$ cat src/rtl/mmio_controller.sv
`default_nettype none
// ============================================================================
// Module   : mmio_controller
// Purpose  : CPU data-address decoder for program/sprite/tile/palette RAM and
//            an MMIO register window with frame counter and vblank interrupt.
// Revision : 1.0 - initial release
// ============================================================================
module mmio_controller #(
    parameter int          DATA_W       = 16,
    parameter logic [15:0] SPRITE_BASE  = 16'h2000,
    parameter logic [15:0] TILE_BASE    = 16'h2400,
    parameter logic [15:0] PALETTE_BASE = 16'h4400,
    parameter logic [15:0] IO_BASE      = 16'h4800,
    parameter int          IO_SPAN      = 16,
    parameter int          SPR_AW       = 10,
    parameter int          TILE_AW      = 13,
    parameter int          PAL_AW       = 10,
    parameter int          PROG_AW      = 13,
    parameter int          NUM_CTRL     = 4,
    parameter int          SW_W         = 4,
    parameter int          LED_W        = 8
) (
    input  logic                       clk,
    input  logic                       rst,
    input  logic [15:0]                memaddr,
    input  logic                       memwrite,
    input  logic [DATA_W-1:0]          writedata,
    output logic [DATA_W-1:0]          memdata,
    output logic                       prog_en,
    output logic                       sprite_en,
    output logic                       tile_en,
    output logic                       palette_en,
    output logic [PROG_AW-1:0]         prog_addr,
    output logic [SPR_AW-1:0]          sprite_addr,
    output logic [TILE_AW-1:0]         tile_addr,
    output logic [PAL_AW-1:0]          palette_addr,
    input  logic [DATA_W-1:0]          prog_rdata,
    input  logic [DATA_W-1:0]          sprite_rdata,
    input  logic [DATA_W-1:0]          tile_rdata,
    input  logic [DATA_W-1:0]          palette_rdata,
    input  logic                       hbright,
    input  logic                       vbright,
    input  logic [SW_W-1:0]            switches,
    output logic [LED_W-1:0]           leds,
    output logic [NUM_CTRL*DATA_W-1:0] ctrl_regs,
    output logic                       vblank_irq
);

    localparam logic [16:0] c_io_end = {1'b0, IO_BASE} + 17'(IO_SPAN);

    typedef enum logic [2:0] {
        SEL_NONE = 3'd0,
        SEL_PROG = 3'd1,
        SEL_SPR  = 3'd2,
        SEL_TILE = 3'd3,
        SEL_PAL  = 3'd4,
        SEL_IO   = 3'd5
    } sel_t;

    sel_t              r_rd_sel;
    sel_t              w_sel;
    logic              w_io_sel;
    logic              w_io_we;
    logic [15:0]       w_io_off;
    logic [DATA_W-1:0] w_io_rdata;
    logic [DATA_W-1:0] r_io_rdata;
    logic              w_vblank_start;

    logic              r_hb_m, r_hb_s;
    logic              r_vb_m, r_vb_s, r_vb_d;
    logic [SW_W-1:0]   r_sw_m, r_sw_s;

    logic              r_pending;
    logic              r_irq_en;
    logic [DATA_W-1:0] r_frame;
    logic [LED_W-1:0]  r_leds;
    logic [DATA_W-1:0] r_ctrl [NUM_CTRL];

    // Half-open, mutually exclusive decode; addresses past the IO window select nothing.
    assign prog_en    = (memaddr < SPRITE_BASE);
    assign sprite_en  = (memaddr >= SPRITE_BASE)  && (memaddr < TILE_BASE);
    assign tile_en    = (memaddr >= TILE_BASE)    && (memaddr < PALETTE_BASE);
    assign palette_en = (memaddr >= PALETTE_BASE) && (memaddr < IO_BASE);
    assign w_io_sel   = ({1'b0, memaddr} >= {1'b0, IO_BASE}) && ({1'b0, memaddr} < c_io_end);

    assign prog_addr    = PROG_AW'(memaddr);
    assign sprite_addr  = SPR_AW'(memaddr - SPRITE_BASE);
    assign tile_addr    = TILE_AW'(memaddr - TILE_BASE);
    assign palette_addr = PAL_AW'(memaddr - PALETTE_BASE);

    assign w_io_off       = memaddr - IO_BASE;
    assign w_io_we        = memwrite && w_io_sel;
    assign w_vblank_start = r_vb_d && !r_vb_s;

    always_comb begin
        w_sel = SEL_NONE;
        if (prog_en)         w_sel = SEL_PROG;
        else if (sprite_en)  w_sel = SEL_SPR;
        else if (tile_en)    w_sel = SEL_TILE;
        else if (palette_en) w_sel = SEL_PAL;
        else if (w_io_sel)   w_sel = SEL_IO;
    end

    always_comb begin
        w_io_rdata = '0;
        case (w_io_off)
            16'd0: w_io_rdata[2:0]      = {r_pending, r_hb_s, r_vb_s};
            16'd1: w_io_rdata[0]        = r_irq_en;
            16'd2: w_io_rdata           = r_frame;
            16'd3: w_io_rdata[SW_W-1:0] = r_sw_s;
            default: begin
                for (int k = 0; k < NUM_CTRL; k++) begin
                    if (w_io_off == 16'(4 + k)) w_io_rdata = r_ctrl[k];
                end
            end
        endcase
    end

    always_comb begin
        case (r_rd_sel)
            SEL_PROG: memdata = prog_rdata;
            SEL_SPR:  memdata = sprite_rdata;
            SEL_TILE: memdata = tile_rdata;
            SEL_PAL:  memdata = palette_rdata;
            SEL_IO:   memdata = r_io_rdata;
            default:  memdata = '0;
        endcase
    end

    always_ff @(posedge clk) begin
        if (rst) begin
            r_rd_sel   <= SEL_NONE;
            r_io_rdata <= '0;
            r_hb_m     <= 1'b0;
            r_hb_s     <= 1'b0;
            r_vb_m     <= 1'b0;
            r_vb_s     <= 1'b0;
            r_vb_d     <= 1'b0;
            r_sw_m     <= '0;
            r_sw_s     <= '0;
            r_pending  <= 1'b0;
            r_irq_en   <= 1'b0;
            r_frame    <= '0;
            r_leds     <= '0;
            for (int k = 0; k < NUM_CTRL; k++) r_ctrl[k] <= '0;
        end else begin
            r_rd_sel   <= w_sel;
            r_io_rdata <= w_io_rdata;
            r_hb_m     <= hbright;
            r_hb_s     <= r_hb_m;
            r_vb_m     <= vbright;
            r_vb_s     <= r_vb_m;
            r_vb_d     <= r_vb_s;
            r_sw_m     <= switches;
            r_sw_s     <= r_sw_m;

            // A new vblank beats a same-cycle clear so no interrupt is lost.
            if (w_vblank_start)
                r_pending <= 1'b1;
            else if (w_io_we && w_io_off == 16'd0 && writedata[2])
                r_pending <= 1'b0;

            if (w_io_we && w_io_off == 16'd1)
                r_irq_en <= writedata[0];

            if (w_io_we && w_io_off == 16'd2)
                r_frame <= '0;
            else if (w_vblank_start)
                r_frame <= r_frame + 1'b1;

            if (w_io_we && w_io_off == 16'd3)
                r_leds <= writedata[LED_W-1:0];

            for (int k = 0; k < NUM_CTRL; k++) begin
                if (w_io_we && w_io_off == 16'(4 + k)) r_ctrl[k] <= writedata;
            end
        end
    end

    generate
        for (genvar g = 0; g < NUM_CTRL; g++) begin : g_ctrl
            assign ctrl_regs[g*DATA_W +: DATA_W] = r_ctrl[g];
        end
    endgenerate

    assign leds       = r_leds;
    assign vblank_irq = r_pending && r_irq_en;

endmodule
`default_nettype wire

$ cat config.mk
export PLATFORM = sky130hd
export DESIGN_NAME = mmio_controller
export DESIGN_NICKNAME = d
export VERILOG_FILES = /design/src/rtl/mmio_controller.sv
export SDC_FILE = /design/constraint.sdc
export NUM_CORES = 1
export LEC_CHECK = 0
export ABC_AREA = 1
export CAP_MARGIN = 30
export CELL_PAD_IN_SITES_DETAIL_PLACEMENT = 1
export CELL_PAD_IN_SITES_GLOBAL_PLACEMENT = 2
export CORE_MARGIN = 4
export CORE_UTILIZATION = 26
export CTS_BUF_LIST = sky130_fd_sc_hd__clkbuf_4
export DETAILED_ROUTE_END_ITERATION = 7
export PLACE_DENSITY_LB_ADDON = 0.1
export REMOVE_ABC_BUFFERS = 1
export SLEW_MARGIN = 0
export SYNTH_ARGS = -nofsm -noshare
export SYNTH_HDL_FRONTEND = slang
export SYNTH_SLANG_ARGS = --single-unit
$ cat constraint.sdc
create_clock -name clk -period 5.1 [get_ports clk]
set_input_delay 1.53 -clock clk [delete_from_list [all_inputs] [get_ports clk]]
set_output_delay 1.53 -clock clk [all_outputs]
set_load 0.03 [all_outputs]
Word-level counts from Yosys, hierarchy flattened:

Memory sizes are Yosys's and may differ from the RTL's.
Cells that the tools add are included.

* bits in registers: 58
* latch bits: 0
* bits in writable memories: 64
* ROM bits: 0
* bits of input ports: 105
* output and inout port bits: 139
* logic and storage cells: 104
* memories: 1

Memory list
* r_ctrl: words 4, width 16, read ports 4, clocked after memory_dff 0, write ports 4, RTL line 77 `logic [DATA_W-1:0] r_ctrl [NUM_CTRL];`

* $add $sub $neg: 5
* $mul: 0
* divide/modulo/power cells: 0
* order comparisons: 9
* equality and inequality tests: 12
* shift-type cells: 0
* multiplexer cells: 34
* bitwise gates (word level): 4
* reduce and logical (&&, ||, !) cells: 24

Operators by type and width (number)
* $mux 16: 8
* $pmux 16 s5: 1
* $eq 16x3->1 const B: 4
* $lt 16x15->1 const B: 3
* $eq 16x2->1 const B: 2
* $ge 16x14->1 const B: 2
* $ge 16x15->1 const B: 2
* $lt 16x14->1 const B: 2
* $pmux 12 s2: 1
* $sub 10x1->10 const B: 2
* $mux 1: 17
* $add 16x1->16 const B: 1
* $eq 16x1->1 const B: 1
* $logic_and 1x1->1: 16
* $logic_not 16->1: 1
* $sub 16x15->16 const B: 1
* $sub 13x11->13 const B: 1
* $pmux 2 s4: 1
* $eq 3x2->1 const B: 2
* $eq 3x3->1 const B: 2
* $mux 3: 2
* $reduce_or 2->1: 3
* $mux 2: 2
* $or 1x1->1: 4
* 7 further kinds: 7

Depth between registers and ports, before layout:

* word-level depth: 8
* gate-level depth with buffers: 15
* gate-level depth less buffers: 13

Least setup slack after synthesis:

Ideal clock, no wire load.

* kind: input -> register
* start: input port memaddr[10]
* end: memory r_ctrl[2][0] (enable)
* data arrival time: 3990 ps
* data required time: 4689 ps
* slack: 699 ps
* cell stages on the path: 10
* cell sequence: inv_1 > ha_1 > nand3_1 > nor2_4 > nand2_2 > nor2_4 > buf_12 > buf_12 > nand2_1 > o21ai_0

RTL lines
* start, declared: RTL line 25 `input logic [15:0] memaddr,`
* end, declared: RTL line 77

Final worst setup path:

* start: input port memaddr[10]
* end: output port tile_addr[12]

* cells in the longest elaborated chain, start to end: 1

Ends and longest elaborated chain
* $sub 13x11->13: RTL line 88 `assign tile_addr = TILE_AW'(memaddr - TILE_BASE);`
* end, declared: RTL line 35 `output logic [TILE_AW-1:0] tile_addr,`

No other way between the ends.

==> results.sh <==
export IMPL_max_slew_worst_pin_slew_ns=0.791
export IMPL_maxSlewHeadroom=0.472
export IMPL_hold_viol=0
export IMPL_grt_usage=0.171
export IMPL_crit_type="input pin to output pin"
export IMPL_cp_start_kind="input pin"
export IMPL_crit_chain="clkdlybuf4s50_1 -> inv_1 -> ha_1 -> xor2_1 -> clkdlybuf4s50_1"
export IMPL_cts_sinks=122
export IMPL_dp_hpwl_um=18800
export IMPL_synthMuxAreaShare=0
export IMPL_finalNetCount=1201
export IMPL_synthXorXnorAreaFrac=0.0152
export IMPL_period_needed_ns=4.80
export IMPL_viasPerCell=4.40
export IMPL_dp_cells=1405
export IMPL_postSynthAreaPerCell_um2=7.90
export IMPL_max_vdd_ir_drop_mv=0.125
export IMPL_p_leak_nw=3.87
export IMPL_vias=6330
export IMPL_syn_inst=874
export IMPL_ys_top_cells_by_area="edfxtp_1, dfxtp_1, nand2_1"
export IMPL_synth_compound_area_share=0.0557
export IMPL_synth_area_leader_cell="edfxtp_1"
export IMPL_max_freq_mhz=208
export IMPL_drive_gt1_frac=0.101
export IMPL_cts_htree_levels=4
export IMPL_areaGrowthSynthToFinish_pct=40.9
export IMPL_grt_pass1_wl_um=38600
export IMPL_die_h_um=171
export IMPL_synth_top_family_by_area="simple AND/OR/NAND/NOR gates"
export IMPL_min_path_type="flip-flop to flip-flop"
export IMPL_yosys_register_bits=122
export IMPL_max_stage_delay_ns=0.68
export IMPL_synthFlopType="edfxtp_1"
export IMPL_end_kind="output pin"
export IMPL_grt_pass1_vias=6578
export IMPL_ys_warn_count=0
export IMPL_synth_fa_ha_area_frac=0.0127
export IMPL_fillCellCount=3163
export IMPL_gr_total_overflow=0
export IMPL_drtPass1Iterations=4
export IMPL_yosysSeqAreaShare=0.447
export IMPL_hold_buffers=0
export IMPL_portBuffers=243
export IMPL_rr_startpoint="r_frame[0]"
export IMPL_async_flop_share=0
export IMPL_initial_core_util=0.265
export IMPL_drv_cap=0
export IMPL_rsz0062_at_grt="no"
export IMPL_wl_per_cell_um=17.4
export IMPL_syn_cell_area_um2=6900
export IMPL_floorplan_rows=59
export IMPL_die_x_um=171
export IMPL_setup_viol=0
export IMPL_hp_start="r_sw_m[2]"
export IMPL_worstPathMaxFanout=4
export IMPL_switching_share=0.325
export IMPL_antenna_found_initial=1
export IMPL_power_density_nw_per_um2=233
export IMPL_grt_max_degree=41
export IMPL_power_frac_seq=0.478
export IMPL_synth_top_cell_area_share=0.278
export IMPL_routed_wl_um=25000
export IMPL_internal_power_mw=1.53
export IMPL_outcome="completed"
export IMPL_final_cells=1439
export IMPL_final_period_utilization=0.942
export IMPL_die_area_um2=29200
export IMPL_ios=244
export IMPL_crit_start="memaddr[10]"
export IMPL_yosysUniqueCellTypes=39
export IMPL_clk_insertion_delay_late_ns=0.54
export IMPL_skew_ns=0.0191
export IMPL_post_route_drc_count=0
export IMPL_numCtsBuffers=17
export IMPL_post_cts_resized=0
export IMPL_cpMostUsedCell="clkdlybuf4s50_1"
export IMPL_report_final_slew_viol_count=0
export IMPL_tritoncts="yes"
export IMPL_tns_ns=0
export IMPL_ant_nets=0
export IMPL_first_iter_violations=295
export IMPL_comb_power_share=0.200
export IMPL_yosys_area_share_simple=0.311
export IMPL_crit_slowest_cell="clkdlybuf4s50_1"
export IMPL_gp_congestion=0.780
export IMPL_synth_edff_count=64
export IMPL_cts_root_buf="clkbuf_4"
export IMPL_core_um2=26100
export IMPL_cts_buffer_depth=2
export IMPL_path_clk_slew_ns=0.13
export IMPL_clkPwrFrac=0.321
export IMPL_post_cts_setup_buffers=0
export IMPL_worstPathArrival_ns=3.27
export IMPL_cp_required_ns=3.57
export IMPL_p_switching_mw=0.736
-- metal layers --
layer / vias up / global-route usage / wire length, µm
met3: 13 / 0.0347 / 1300
met5: - / 0 / 0
li1: 3181 / - / -
met1: 2971 / 0.236 / 12100
met4: 0 / 0.0382 / 179
met2: 165 / 0.276 / 11400
-- power groups by stage --
stage | combinational, mW | sequential, mW | clock [mW]
CTS | 0.461 | 1.09 | 0.758
detailed placement | 0.459 | 1.11 | 0
finish | 0.454 | 1.09 | 0.729
global route | 0.483 | 1.09 | 0.803
global placement | 0.458 | 1.11 | 0
floorplan | 0.109 | 1.16 | 0
-- synthesized netlist by cell type, types with 4 or more instances --
cell type  instances
nor2_4             5
nand3b_1          11
edfxtp_1          64
o22ai_1           16
clkbuf_1          10
xor2_1             9
buf_6              7
nor2_2            15
buf_4             45
nand2_1          166
nand4_1           34
a21oi_1           19
nor3_1            10
o21ai_0            9
inv_1            142
buf_2              4
ha_1               7
nand3_1           60
a21oi_2            6
o21ai_1            9
nand2_2            7
nor2_1           134
dfxtp_1           58
-- layout by cell type, fill, tap and decap left out, types with 11 or more instances in the layout --
master	count
nor2_2	15
inv_1	142
nand2_1	166
dfxtp_1	58
edfxtp_1	64
nand3b_1	11
o22ai_1	16
nand4_1	34
nor2_1	134
nand3_1	60
clkdlybuf4s50_1	239
buf_4	23
clkbuf_4	17
a21oi_1	19
-- critical path: cells and delay by family --
family	cells	cell delay, ns
xor+xnor	1	0.15
fa+ha+maj	1	0.26
buf+inv	3	1.33
-- registers in the layout, indices dropped and copies added, names as in the netlist --
signal,flops
r_vb_d,1
r_sw_m,4
r_hb_s,1
r_vb_s,1
r_irq_en,1
r_ctrl,64
leds,8
r_rd_sel,3
r_frame,16
r_hb_m,1
r_io_rdata,16
r_pending,1
r_vb_m,1
r_sw_s,4
-- stage by stage --
step,worst slack (ns),utilization,instance area (µm²),hold slack (ns),power (mW)
after detailed placement,0.292,0.362,9420,0.398,1.57
after CTS,0.292,0.373,9720,0.416,2.30
final,0.298,0.373,9730,0.413,2.27
after global routing,0.101,0.373,9730,0.434,2.38
after floorplan,0.161,-,6350,0.388,1.26
after global placement,0.326,0.362,9420,0.393,1.57
-- cell type report --
type	count	area, µm²	area share
Tap cell	335	419	0.0431
Multi-Input combinational cell	537	2750	0.282
Inverter	145	547	0.0562
Clock inverter	15	170	0.0175
Sequential cell	122	3080	0.317
Antenna cell	2	5.00	0.000515
Clock buffer	17	128	0.0131
Timing Repair Buffer	266	2630	0.270
-- kinds of logic (layout without fill, tap and decap cells) --
family,count (synthesis),after routing
flip-flops,122,122
adder cells (fa/ha/maj),7,7
AND/OR/NAND/NOR,454,454
AO/OA/AOI/OAI,64,64
other,0,2
XOR/XNOR,12,12
buffers and inverters,215,443
-- final timing paths --
| path | cells after the start | endpoint | slack (ns) |
|---|---|---|---|
| worst max-delay path | 5 | tile_addr[12] | 0.30 |
| worst min-delay path | 2 | r_sw_s[2] | 0.41 |
| worst max register to register | 9 | r_frame[14] | 3.24 |
| worst min register to register | 2 | r_sw_s[2] | 0.41 |
Note: power is estimated with default switching activity, not from simulation.
